File: src/rtl/tx_gearbox_66b32b.sv
// rtl/tx_gearbox_66b32b.sv - 66b-to-32b transmit gearbox between 64b/66b encoder and PMA
//
// Purpose: packs 66-bit blocks (sync header + two 32-bit words) into a continuous
// serial-ordered 32-bit stream. Bit 0 of o_data is transmitted first. One input
// pause cycle is inserted every 33 cycles (16 blocks = 33 output words).
//
// Ports:
//   i_clk    - clock
//   i_reset  - asynchronous active-high reset
//   i_data   - encoded word; first word = block bits [33:2], second = [65:34]
//   i_hdr    - sync header, sampled only with the first word of a block
//   i_valid  - i_data (and i_hdr on the first word) valid
//   o_ready  - input accepted this cycle when high; low one cycle per 33
//   o_data   - serial-ordered output word
//   o_valid  - o_data valid
//   o_err    - only with TX_GEARBOX_ERR_EN: one-cycle pulse on invalid header
//              or on i_valid while o_ready is low
//
// Optional feature macro: TX_GEARBOX_ERR_EN
module tx_gearbox_66b32b #(
    parameter int DATA_WIDTH = 32,
    parameter int HDR_WIDTH  = 2
) (
    input  logic                  i_clk,
    input  logic                  i_reset,
    input  logic [DATA_WIDTH-1:0] i_data,
    input  logic [HDR_WIDTH-1:0]  i_hdr,
    input  logic                  i_valid,
    output logic                  o_ready,
    output logic [DATA_WIDTH-1:0] o_data,
    output logic                  o_valid
`ifdef TX_GEARBOX_ERR_EN
    ,
    output logic                  o_err
`endif
);

    localparam int         BUF_W     = 96;
    localparam logic [5:0] PAUSE_CNT = 6'd32;

    generate
        if (DATA_WIDTH != 32 || HDR_WIDTH != 2) begin : g_bad_params
            $error("tx_gearbox_66b32b supports only DATA_WIDTH=32 and HDR_WIDTH=2");
        end
    endgenerate

    logic [BUF_W-1:0]      buf_q, buf_d;
    logic [6:0]            fill_q, fill_d;
    logic [5:0]            seq_cnt_q, seq_cnt_d;
    logic                  word_phase_q, word_phase_d;
    logic [DATA_WIDTH-1:0] o_data_q, o_data_d;
    logic                  o_valid_q, o_valid_d;

    logic                  accept;
    logic [33:0]           app_bits;
    logic [6:0]            app_len;
    logic [6:0]            total;
    logic [BUF_W-1:0]      merged;

    assign o_ready = (seq_cnt_q != PAUSE_CNT);
    assign o_data  = o_data_q;
    assign o_valid = o_valid_q;

    always_comb begin
        accept   = i_valid && (seq_cnt_q != PAUSE_CNT);
        app_bits = '0;
        app_len  = '0;
        if (accept) begin
            if (word_phase_q) begin
                app_bits = {2'b00, i_data};
                app_len  = 7'd32;
            end else begin
                // Header goes first on the wire, so it sits in the low bits.
                app_bits = {i_data, i_hdr};
                app_len  = 7'd34;
            end
        end

        // Bits above fill_q are always zero, so OR-ing in the new bits appends them.
        merged = buf_q | ({{(BUF_W-34){1'b0}}, app_bits} << fill_q);
        total  = fill_q + app_len;

        if (total >= 7'd32) begin
            o_data_d  = merged[31:0];
            buf_d     = {32'b0, merged[BUF_W-1:32]};
            fill_d    = total - 7'd32;
            o_valid_d = 1'b1;
        end else begin
            o_data_d  = o_data_q;
            buf_d     = merged;
            fill_d    = total;
            o_valid_d = 1'b0;
        end

        // The pause cycle always advances the sequence; otherwise only accepts do,
        // so an idle source never shifts where the pause lands.
        if (seq_cnt_q == PAUSE_CNT) begin
            seq_cnt_d = 6'd0;
        end else if (accept) begin
            seq_cnt_d = seq_cnt_q + 6'd1;
        end else begin
            seq_cnt_d = seq_cnt_q;
        end

        word_phase_d = word_phase_q ^ accept;
    end

    always_ff @(posedge i_clk or posedge i_reset) begin
        if (i_reset) begin
            buf_q        <= '0;
            fill_q       <= '0;
            seq_cnt_q    <= '0;
            word_phase_q <= 1'b0;
            o_data_q     <= '0;
            o_valid_q    <= 1'b0;
        end else begin
            buf_q        <= buf_d;
            fill_q       <= fill_d;
            seq_cnt_q    <= seq_cnt_d;
            word_phase_q <= word_phase_d;
            o_data_q     <= o_data_d;
            o_valid_q    <= o_valid_d;
        end
    end

`ifdef TX_GEARBOX_ERR_EN
    logic o_err_q, o_err_d;

    assign o_err = o_err_q;

    always_comb begin
        o_err_d = (accept && !word_phase_q && (i_hdr == 2'b00 || i_hdr == 2'b11))
                || (i_valid && !o_ready);
    end

    always_ff @(posedge i_clk or posedge i_reset) begin
        if (i_reset) begin
            o_err_q <= 1'b0;
        end else begin
            o_err_q <= o_err_d;
        end
    end
`endif

endmodule

File: config.mk
export PLATFORM = sky130hd
export DESIGN_NAME = tx_gearbox_66b32b
export DESIGN_NICKNAME = d
export VERILOG_FILES = /design/src/rtl/tx_gearbox_66b32b.sv
export SDC_FILE = /design/constraint.sdc
export NUM_CORES = 1
export LEC_CHECK = 0
export BUFFER_PORTS_ARGS = -buffer_cell sky130_fd_sc_hd__buf_2
export CORE_AREA = 5 5 134 136
export DETAILED_ROUTE_END_ITERATION = 7
export DIE_AREA = 0 0 139 141
export PLACE_DENSITY_LB_ADDON = 0.12
export SETUP_SLACK_MARGIN = 0.02
export SYNTH_ARGS = -nofsm -noshare
export SYNTH_HDL_FRONTEND = slang
export SYNTH_SLANG_ARGS = --single-unit
File: constraint.sdc
create_clock -name i_clk -period 5.1 [get_ports i_clk]
set_clock_uncertainty 0.1 [all_clocks]
set_input_delay 0.765 -clock i_clk [delete_from_list [all_inputs] [get_ports i_clk]]
set_output_delay 0.765 -clock i_clk [all_outputs]
set_load 0.005 [all_outputs]
# After elaboration in Yosys (flattened, before gate mapping)
# Index checks and enable logic that the tools add are counted.
totals:
  ff_bits: 143
  inputBits: 37
  out_inout_bits: 34
  elab_cells: 26
op_classes:
  addsub: 3
  n_lt_le_gt_ge: 1
  n_eq_ne: 2
  shift: 1
  mux: 9
  bitwise_logic: 2
  reduce_logical: 2
op_table:
  columns: ["cell", "count"]
  rows:
  - ["2-to-1 mux 96 bit", 1]
  - ["bitwise OR 96 bit", 1]
  - ["left shift 34 x 7 -> 96 bit", 1]
  - ["2-to-1 mux 34 bit", 2]
  - ["2-to-1 mux 6 bit", 3]
  - ["adder 7 bit", 1]
  - ["greater-or-equal comparator 7 x 6 -> 1 bit, second input constant", 1]
  - ["2-to-1 mux 7 bit", 1]
  - ["subtractor 7 x 6 -> 7 bit, second input constant", 1]
  - ["adder 6 x 1 -> 6 bit, second input constant", 1]
  - ["equality test 6 bit, second input constant", 1]
  - ["!= test 6 bit, second input constant", 1]
  - ["2-to-1 mux 2 bit", 1]
  - ["nonzero test 2 bit", 1]
  - ["logical AND 1 bit", 1]
  - ["2-to-1 mux 1 bit", 1]
  - ["XOR 1 bit", 1]

# Logic depth before layout (Yosys ltp)
# Gate-level depths: netlist of the first run.
logic_depth:
  word_depth: 6
  depth_mapped: 22
  depth_no_buf: 16

# Least setup slack after synthesis of the first run
# No wires, ideal clock.
synth_timing:
  path_type: "flip-flop to flip-flop"
  start: "reg seq_cnt_q[0]"
  end: "reg buf_q[26]"
  setup_ns: 0.087
  arrival_ns: 4.200
  t_required_ns: 4.913
  path_slack_ns: 0.713
  stages_incl_launch_ff: 21
  path_buffers: 5
  period_less_slack_ns: 4.387
  path_cell_list: "dfrtp_1 inv_1 ha_1 or3b_1 buf_2 o21ai_4 clkbuf_1 nor2_1 ha_1 nand4_1 inv_1 maj3_1 xor2_1 clkbuf_1 clkbuf_1 inv_1 ha_1 o2bb2ai_1 clkbuf_1 o21ai_0 o211ai_1"
synth_between:
  elab_chain_cells: 6
  word_cells_on_any_way: 9
  classes_between: "add/sub: 1; order compare: 1; eq/ne: 1; shift: 1; mux: 3; bitwise: 1; reduce/logical: 1"
synth_rtl:
  columns: ["element", "line", "rtl"]
  rows:
  - ["start: declaration", "49", "logic [5:0] seq_cnt_q, seq_cnt_d;"]
  - ["start signal: assignment", "119", "seq_cnt_q <= seq_cnt_d;"]
  - ["!= test 6 bit (*)", "65", "accept = i_valid && (seq_cnt_q != PAUSE_CNT);"]
  - ["logical AND 1 bit (*)", "65", null]
  - ["2-to-1 mux 6 bit / 2-to-1 mux 34 bit (equally long branches)", "68", "if (accept) begin"]
  - ["adder 7 bit / left shift 34 x 7 -> 96 bit (equally long branches)", "81, 80", null]
  - ["greater-or-equal comparator 7 x 6 -> 1 bit / bitwise OR 96 bit (equally long branches)", "83, 80", null]
  - ["2-to-1 mux 96 bit (*)", "83", "if (total >= 7'd32) begin"]
  - ["via buf_d[26]", "47", "logic [BUF_W-1:0] buf_q, buf_d;"]
  - ["end signal: assignment", "117", "buf_q <= buf_d;"]
  - ["end: declaration", "47", null]
# The timed path passes the listed nets; every way through them passes the cells marked *.
# A chain may end at the register's enable or synchronous reset.

# Worst setup path in the final report of the first run
layout_timing:
  start: "reg seq_cnt_q[0]"
  end: "reg o_data_q[0], in the netlist o_data[0]"
layout_between:
  elab_chain_cells: 5
  word_cells_on_any_way: 8
  classes_between: "add/sub: 1; order compare: 1; eq/ne: 1; shift: 1; mux: 2; bitwise: 1; reduce/logical: 1"
layout_rtl:
  columns: ["element", "line", "rtl"]
  rows:
  - ["!= test 6 bit (*)", "65", null]
  - ["logical AND 1 bit (*)", "65", null]
  - ["2-to-1 mux 6 bit / 2-to-1 mux 34 bit (equally long branches)", "68", null]
  - ["adder 7 bit / left shift 34 x 7 -> 96 bit (equally long branches)", "81, 80", null]
  - ["greater-or-equal comparator 7 x 6 -> 1 bit / bitwise OR 96 bit (equally long branches)", "83, 80", null]
  - ["end signal: assignment", "121", "o_data_q <= o_data_d;"]
  - ["end: declaration", "51", "logic [DATA_WIDTH-1:0] o_data_q, o_data_d;"]
# Every way passes the cells marked *; elsewhere a longest branch is shown, timed or not.

==> flow_metrics.env, run 1 <==
export IMPL_grt_remaining_overflow=0
export IMPL_die_height_um=141
export IMPL_max_slew_worst_pin_slew_ns=1.06
export IMPL_routedWlPerCell_um=26.2
export IMPL_critPathMaxFanout=21
export IMPL_hold_class="flop to flop"
export IMPL_grt_use_total=0.348
export IMPL_synth_async_reset_ratio=1.00
export IMPL_yosys_register_bits=142
export IMPL_coreArea_um2=16800
export IMPL_place_area_um2=10300
export IMPL_start_kind="flop"
export IMPL_root_buffer="clkbuf_16"
export IMPL_diodes=0
export IMPL_drt_iter0_markers=1247
export IMPL_fp_row_count=48
export IMPL_syn_area_um2=9720
export IMPL_p_int_mw=4.13
export IMPL_htreeDepth=4
export IMPL_fp_dieW_um=139
export IMPL_grt_pass1_wl_um=52800
export IMPL_vias=9270
export IMPL_clkPwrFrac=0.160
export IMPL_final_common_cell="dfrtp_1"
export IMPL_whs_ns=0.395
export IMPL_synthXorXnorAreaFrac=0.00991
export IMPL_cts_resized=0
export IMPL_grt_max_degree=108
export IMPL_synth_edff_count=0
export IMPL_rsz0062_at_grt="false"
export IMPL_synthCells=1017
export IMPL_critPathCaptureType="flop"
export IMPL_path_class="flop to flop"
export IMPL_grt_pass1_vias=8795
export IMPL_max_slew_margin=0.290
export IMPL_place_hpwl_um=24800
export IMPL_yosysSeqAreaShare=0.365
export IMPL_initial_utilization=0.578
export IMPL_finalCriticalPeriod_ns=4.30
export IMPL_dp_cells=1273
export IMPL_cp_data_required_time_ns=5.30
export IMPL_setup_violations=0
export IMPL_drive_gt1_frac=0.206
export IMPL_synthFlopType="dfrtp_1"
export IMPL_cp_data_arrival_time_ns=4.50
export IMPL_numPortBuffers=70
export IMPL_gp_congestion=1.02
export IMPL_vias_per_cell=7.10
export IMPL_dr_pass1_iters=6
export IMPL_synth_fa_ha_area_frac=0.00746
export IMPL_tritoncts="done"
export IMPL_antenna_found_initial=0
export IMPL_wl_met2_um=15300
export IMPL_max_clock_freq_ghz=0.232
export IMPL_synth_top_family_by_area="compound AO/OA/AOI/OAI gates"
export IMPL_synth_compound_area_frac=0.241
export IMPL_ios=71
export IMPL_fin_crit_sh=0.844
export IMPL_final_cell_mix="dfrtp_1 (140), mux2i_1 (108), nor2_1 (89), buf_2 (70), a21oi_1 (68)"
export IMPL_maxCapViolCount=0
export IMPL_p_seq_frac=0.221
export IMPL_power_density_nw_per_um2=760
export IMPL_tns_ns=0
export IMPL_synthMuxAreaShare=0.203
export IMPL_fin_cells=1305
export IMPL_syn_area_per_cell_um2=9.56
export IMPL_cts_path_max_buffers=2
export IMPL_p_sw_frac=0.502
export IMPL_synthSimpleGateAreaFrac=0.116
export IMPL_clock_sinks=142
export IMPL_postRouteAntennaNets=0
export IMPL_final_area_um2=10900
export IMPL_synth_distinct_cells=74
export IMPL_yosysWarningCount=0
export IMPL_combPwrFrac=0.619
export IMPL_outcome="finished clean"
export IMPL_drc=0
export IMPL_switching_power_mw=4.17
export IMPL_numCtsBuffers=17
export IMPL_maxUsedRoutingLayer="met4"
export IMPL_fin_nets=1109
export IMPL_met3WireLength_um=3480
export IMPL_post_cts_repair_setup_buffers=0
export IMPL_totalPowerFinal_mw=8.30
export IMPL_dieArea_um2=19600
export IMPL_area_delta_synth_final_pct=12.2
export IMPL_hold_viol=0
export IMPL_clkTransAtPathRegs_ns=0.07
export IMPL_wirelength_met1_um=13600
export IMPL_p_leak_nw=4.75
export IMPL_ir_drop_mv=0.375
export IMPL_drv_slew=0
export IMPL_synth_nets=1059
export IMPL_hold_buffers=0
export IMPL_wirelength_um=34200
export IMPL_clk_latency_ns=0.44
## cell usage after synthesis, drive strengths merged, types with 9 or more instances
library cell,number,area share
dfrtp,142,0.37
nand2,47,0.018
nand2b,11,0.0071
a221oi,17,0.015
o221ai,14,0.013
nor3,18,0.0093
nor2,90,0.035
o211ai,51,0.039
buf,39,0.026
clkbuf,39,0.015
a21oi,69,0.036
nand3,23,0.012
mux2,39,0.046
mux4,20,0.046
o22ai,15,0.0097
a2111oi,9,0.0082
a31oi,9,0.0058
mux2i,108,0.11
a211oi,21,0.017
inv,39,0.015
o21ai,36,0.020
## logic make-up (layout without fill, tap and decap cells)
group / after synthesis / count (layout)
buffers and inverters: 120 / 183
AO/OA/AOI/OAI: 330 / 330
adder cells (fa/ha/maj): 6 / 6
XOR/XNOR: 11 / 11
flip-flops: 142 / 142
AND/OR/NAND/NOR: 241 / 241
multiplexers: 167 / 167
## power groups by stage
stage                     sequential [mW]  clock [mW]  combinational [mW]
final                                1.84        1.32                5.14
after global placement               1.83           0                4.94
after floorplan                      1.66           0                3.56
after detailed placement             1.84           0                4.97
after CTS                            1.82        1.33                4.99
after global routing                 1.88        1.37                5.43
## path summary, 6_finish.rpt
path	start	to	slack (ns)	cells after the start
max in group asynchronous	i_reset	word_phase_q	3.33	3
min reg2reg	buf_q[92]	buf_q[92]	0.40	2
max reg2reg	seq_cnt_q[0]	o_data[0]	0.80	15
min in group asynchronous	i_reset	o_data[18]	0.46	2
max	seq_cnt_q[0]	o_data[0]	0.80	15
min	buf_q[92]	buf_q[92]	0.40	2
## routing by layer
metal | vias up | track usage
li1 | 3992 | -
met1 | 4540 | 0.477
met2 | 614 | 0.523
met3 | 124 | 0.0814
met4 | 0 | 0.168
met5 | - | 0
## sequential cells by signal, summed over array words and instances, names as in the netlist
signal,cells
word_phase_q,1
o_valid,1
o_data,32
fill_q,6
buf_q,96
seq_cnt_q,6
## worst max-delay path: stages (launching register included)
cell and delay (ns):
dfrtp_1 0.42, inv_1 0.07, ha_1 0.15, or3b_1 0.53
o21ai_4 0.20, nor2_1 0.06, ha_1 0.24, ha_1 0.21
nand3_1 0.09, xor2_1 0.30, xnor2_1 0.22, ha_1 0.47
o21a_2 0.25, clkinv_2 0.34, buf_4 0.35, mux2i_1 0.15
## per-stage QoR
step	setup WS, ns	utilization
2_1_floorplan	0.425	-
3_3_place_gp	0.949	0.612
3_5_place_dp	0.826	0.612
4_1_cts	0.808	0.649
5_1_grt	0.527	0.649
6_report	0.795	0.649
## layout make-up
type	instances	area, um2
flip-flops and latches	142	3560
clock buffers	18	439
repair buffers	109	656
multi-input cells	755	5630
clock inverters	14	180
well taps	225	282
inverters	42	164
fillers	1393	5910
(Power assumes the default switching activity.)
==> inputs of run 2 (changes only) <==
Clock period 5.1 ns to 4.3 ns, I/O delays scaled along.
==> flow_metrics.env, run 2 (same netlist as run 1, synthesis figures left out) <==
export IMPL_gp_congestion=1.05
export IMPL_final_cell_mix="dfrtp_1 (140), mux2i_1 (108), nor2_1 (89), buf_2 (70), a21oi_1 (68)"
export IMPL_numPortBuffers=70
export IMPL_pre_cts_slack_ns=0.302
export IMPL_cts_resized=0
export IMPL_worstRegToRegCells=14
export IMPL_antenna_found_initial=0
export IMPL_clkTransAtPathRegs_ns=0.07
export IMPL_power_density_nw_per_um2=889
export IMPL_vias_per_cell=6.88
export IMPL_grt_use_total=0.343
export IMPL_numCtsBuffers=17
export IMPL_ir_drop_mv=0.595
export IMPL_maxCapViolCount=0
export IMPL_ios=71
export IMPL_max_slew_margin=0.268
export IMPL_rsz0062_at_grt="false"
export IMPL_grt_max_degree=64
export IMPL_critPathCaptureType="flop"
export IMPL_cp_data_arrival_time_ns=4.22
export IMPL_hold_class="input port to async pin"
export IMPL_met3WireLength_um=3300
export IMPL_die_height_um=141
export IMPL_grt_remaining_overflow=0
export IMPL_p_leak_nw=4.79
export IMPL_wirelength_met1_um=13400
export IMPL_routedWlPerCell_um=25.4
export IMPL_setup_violations=0
export IMPL_fp_dieW_um=139
export IMPL_coreArea_um2=16800
export IMPL_dieArea_um2=19600
export IMPL_maxUsedRoutingLayer="met4"
export IMPL_hold_viol=0
export IMPL_finalCriticalPeriod_ns=4.00
export IMPL_max_slew_worst_pin_slew_ns=1.10
export IMPL_clk_latency_ns=0.43
export IMPL_hold_buffers=0
export IMPL_cp_data_required_time_ns=4.52
export IMPL_area_delta_synth_final_pct=13.1
export IMPL_fill_cells=1410
export IMPL_largest_reg_flops=96
export IMPL_drc=0
export IMPL_fp_row_count=48
export IMPL_cts_path_max_buffers=2
export IMPL_setup_slack_ns=0.301
export IMPL_r2r_end="buf_q[62]"
export IMPL_tns_ns=0
export IMPL_regMostFlops="buf_q"
export IMPL_clock_sinks=142
export IMPL_vias=9065
export IMPL_htreeDepth=4
export IMPL_outcome="finished clean"
export IMPL_wirelength_um=33500
export IMPL_dr_pass1_iters=7
export IMPL_final_common_cell="dfrtp_1"
export IMPL_fin_nets=1121
export IMPL_initial_utilization=0.578
export IMPL_post_cts_repair_setup_buffers=0
export IMPL_drive_gt1_frac=0.216
export IMPL_drv_slew=0
export IMPL_rr_startpoint="seq_cnt_q[0]"
export IMPL_place_hpwl_um=24400
export IMPL_wl_met2_um=15300
export IMPL_fin_crit_sh=0.930
export IMPL_postRouteAntennaNets=0
export IMPL_critPathMaxFanout=61
export IMPL_grt_pass1_vias=8952
export IMPL_rrSetupSlack_ns=0.30
export IMPL_max_clock_freq_ghz=0.250
export IMPL_start_kind="flop"
export IMPL_diodes=0
export IMPL_drt_iter0_markers=1065
export IMPL_tritoncts="done"
export IMPL_root_buffer="clkbuf_16"
export IMPL_grt_pass1_wl_um=52700
export IMPL_path_class="flop to flop"
==> run 2: area by class of cell <==
cell class / count / area, um2 / area share
timing repair buffer: 121 / 771 / 0.0701
inverter: 42 / 164 / 0.0149
tap: 225 / 282 / 0.0256
clock buffer: 17 / 425 / 0.0387
clock inverter: 15 / 168 / 0.0152
sequential: 142 / 3560 / 0.323
multi-input combinational: 755 / 5630 / 0.512
==> run 2: critical path, stage by stage, from the launching register on <==
cell and delay [ns]:
dfrtp_1 0.42, inv_1 0.07, ha_1 0.15, or3b_1 0.51, o21ai_4 0.19, nor2_1 0.06, ha_1 0.25, ha_1 0.23
nand3_1 0.09, xor2_1 0.30, xnor2_1 0.24, ha_1 0.31, o21a_2 0.23, buf_12 0.33, mux2_2 0.38
==> run 2: stage by stage <==
step	std cells	utilization	area, um2	hold WS (ns)	total power [mW]
after floorplan	1017	-	9730	0.352	6.20
after global placement	1285	0.619	10400	0.365	8.01
after detailed placement	1285	0.619	10400	0.380	8.08
after CTS	1317	0.654	11000	0.253	9.60
after global routing	1317	0.654	11000	0.305	10.3
final	1317	0.654	11000	0.240	9.78
==> run 2: per-layer routing <==
layer  GRT usage  vias to the layer above
met3      0.0838                       95
li1            -                     4018
met2       0.534                      543
met4       0.145                        0
met5           0                        -
met1       0.461                     4409
==> run 2: power by group <==
| group | switching (mW) | total, mW | internal, mW |
|---|---|---|---|
| Combinational | 3.93 | 6.15 | 2.23 |
| Sequential | 0.351 | 2.13 | 1.78 |
| Clock | 0.670 | 1.50 | 0.827 |
| Total | 4.95 | 9.78 | 4.83 |
==> run 2: worst max path at each step <==
stage,end,from,cells past startpoint
finish,buf_q[62],seq_cnt_q[0],14
global route,buf_q[62],seq_cnt_q[1],14
CTS,buf_q[14],seq_cnt_q[0],15
detailed placement,buf_q[14],seq_cnt_q[0],15
global placement,o_data[0],seq_cnt_q[0],15
floorplan,buf_q[69],seq_cnt_q[0],22
==> inputs of run 3 (changes only) <==
Settings changed: ABC_AREA set to 1, CORE_AREA 5 5 134 136 to 5 5 130 132, DIE_AREA 0 0 139 141 to 0 0 135 137.
==> flow_metrics.env, run 3 <==
export IMPL_outcome="finished clean"
export IMPL_synth_commonest_cells="nand2_1 (513), nand3_1 (292), dfrtp_1 (142), nand4_1 (75)"
export IMPL_htreeDepth=4
export IMPL_cts_path_max_buffers=2
export IMPL_vias=9521
export IMPL_multi_input_area_um2=4970
export IMPL_grt_remaining_overflow=0
export IMPL_cp_slowest_cell="dfrtp_1"
export IMPL_cpPeakStageDelay_ns=0.40
export IMPL_grt_pass1_wl_um=46500
export IMPL_cp_data_arrival_time_ns=3.62
export IMPL_synth_nets=1403
export IMPL_setup_slack_ns=0.917
export IMPL_syn_area_um2=9190
export IMPL_finalCriticalPeriod_ns=3.38
export IMPL_grt_pass1_vias=8743
export IMPL_ios=71
export IMPL_critPathMaxFanout=50
export IMPL_grt_use_total=0.321
export IMPL_gp_congestion=0.973
export IMPL_synth_async_reset_ratio=1.00
export IMPL_wirelength_um=29300
export IMPL_yosys_area_top_type="dfrtp_1"
export IMPL_fp_row_count=46
export IMPL_utilization=0.654
export IMPL_initial_utilization=0.589
export IMPL_dieArea_um2=18500
export IMPL_synthCells=1361
export IMPL_clkTransAtPathRegs_ns=0.07
export IMPL_clock_sinks=142
export IMPL_place_hpwl_um=19600
export IMPL_diodes=0
export IMPL_fin_crit_sh=0.787
export IMPL_yosysMostFrequentCell="nand2_1"
export IMPL_drc=0
export IMPL_final_common_cell="nand2_1"
export IMPL_yosysWarningCount=0
export IMPL_fill_cells=1433
export IMPL_maxCapViolCount=0
export IMPL_max_slew_worst_pin_slew_ns=1.20
export IMPL_final_cell_mix="nand2_1 (513), nand3_1 (291), dfrtp_1 (141), nand4_1 (75), buf_2 (70)"
export IMPL_coreArea_um2=15600
export IMPL_tns_ns=0
export IMPL_drv_slew=0
export IMPL_start_kind="flop"
export IMPL_pre_cts_slack_ns=0.950
export IMPL_regMostFlops="buf_q"
export IMPL_die_height_um=137
export IMPL_fp_dieW_um=135
export IMPL_fin_nets=1412
export IMPL_grt_max_degree=143
export IMPL_crit_chain="inv_1 > ha_1 > nand2_1 > inv_2 > nand3_2 > nand2_1 > nor2_1 > ha_1 > nand3_1 > o21ai_1 > nand2_1 > xor2_1 > inv_1 > ha_1 > o21ai_1 > nand2_4 > inv_4 > buf_12 > nor2_1 > a31oi_1"
export IMPL_numCtsBuffers=17
export IMPL_syn_area_per_cell_um2=6.75
export IMPL_drt_iter0_markers=1539
export IMPL_routedWlPerCell_um=18.3
export IMPL_cp_data_required_time_ns=4.54
export IMPL_synth_edff_count=0
export IMPL_postRouteAntennaNets=0
export IMPL_clk_latency_ns=0.43
export IMPL_hold_viol=0
export IMPL_synth_top_area_frac=0.387
export IMPL_hold_buffers=0
export IMPL_p_leak_nw=5.31
export IMPL_largest_reg_flops=96
export IMPL_hold_class="input port to async pin"
export IMPL_yosysSeqAreaShare=0.387
export IMPL_synth_distinct_cells=29
export IMPL_dr_pass1_iters=6
export IMPL_regArea_um2=3550
export IMPL_path_class="flop to flop"
export IMPL_rsz0062_at_grt="false"
export IMPL_tritoncts="done"
export IMPL_max_clock_freq_ghz=0.296
export IMPL_root_buffer="clkbuf_16"
export IMPL_synthFlopType="dfrtp_1"
export IMPL_post_cts_repair_setup_buffers=0
export IMPL_setup_violations=0
export IMPL_max_slew_margin=0.196
export IMPL_power_density_nw_per_um2=989
export IMPL_synth_area_leaders="dfrtp_1 (39%), nand2_1 (21%), nand3_1 (16%)"
export IMPL_vias_per_cell=5.95
export IMPL_yosys_register_bits=142
export IMPL_antenna_found_initial=0
export IMPL_critPathCaptureType="flop"
export IMPL_drive_gt1_frac=0.101
export IMPL_area_delta_synth_final_pct=11.0
export IMPL_numPortBuffers=70
export IMPL_ir_drop_mv=0.516
export IMPL_cts_resized=0
==> run 3: worst max-delay path, delay by kind of cell (launching register included) <==
kind | cells | cell delay (ns)
DFF | 1 | 0.40
xor gates and xnor gates | 1 | 0.17
adders and majority gates | 3 | 0.59
and+or+nand+nor | 8 | 0.69
buffers and inverters | 5 | 0.80
AOI/OAI and AO/OA | 3 | 0.48
==> run 3: path summary, 6_finish.rpt <==
kind | start | end | slack, ns | cells after the start
worst max-delay path | seq_cnt_q[0] | o_data[23] | 0.92 | 20
max in group asynchronous | i_reset | fill_q[4] | 3.18 | 3
worst max register to register | seq_cnt_q[0] | o_data[23] | 0.92 | 20
worst min-delay path | i_reset | o_data[0] | 0.34 | 3
worst min register to register | o_data[25] | o_data[25] | 0.37 | 2
min in group i_clk | o_data[25] | o_data[25] | 0.37 | 2
==> run 3: layout make-up <==
cell class / instances / share of cell area
Sequential cell: 142 / 0.349
Timing Repair Buffer: 91 / 0.0535
Multi-Input combinational cell: 1058 / 0.488
Clock buffer: 19 / 0.0434
Inverter: 60 / 0.0227
Clock inverter: 13 / 0.0173
Tap cell: 216 / 0.0265
==> run 3: cells by family (layout without fill, tap and decap cells) <==
family          count (synthesis)  in the layout  share of synthesized area
xor+xnor                        7              7                    0.00749
simple gates                  948            948                      0.461
buf+inv                       161            183                     0.0734
fa+ha+maj                       5              5                    0.00681
flops                         142            142                      0.387
compound gates                 98             98                     0.0640
==> run 3: routing by layer <==
| layer | routed length (um) | share of wire | global-route usage |
|---|---|---|---|
| met5 | 0 | 0 | 0 |
| met4 | 926 | 0.032 | 0.125 |
| met3 | 2600 | 0.089 | 0.0574 |
| met2 | 13200 | 0.45 | 0.487 |
| met1 | 12600 | 0.43 | 0.460 |
==> run 3: power breakdown <==
| part | internal (mW) | switching, mW | leakage [nW] |
|---|---|---|---|
| Clock | 0.944 | 0.642 | 0.299 |
| Sequential | 1.97 | 0.219 | 1.82 |
| Combinational | 1.81 | 4.48 | 3.19 |
==> run 3: through the flow <==
step / power (mW) / instance area [um2] / std cells / hold slack (ns)
final: 10.1 / 10200 / 1599 / 0.341
after CTS: 9.98 / 10200 / 1599 / 0.376
after global routing: 10.9 / 10200 / 1599 / 0.393
after floorplan: 6.73 / 9190 / 1361 / 0.367
after global placement: 8.22 / 9580 / 1567 / 0.360
after detailed placement: 8.34 / 9580 / 1567 / 0.362
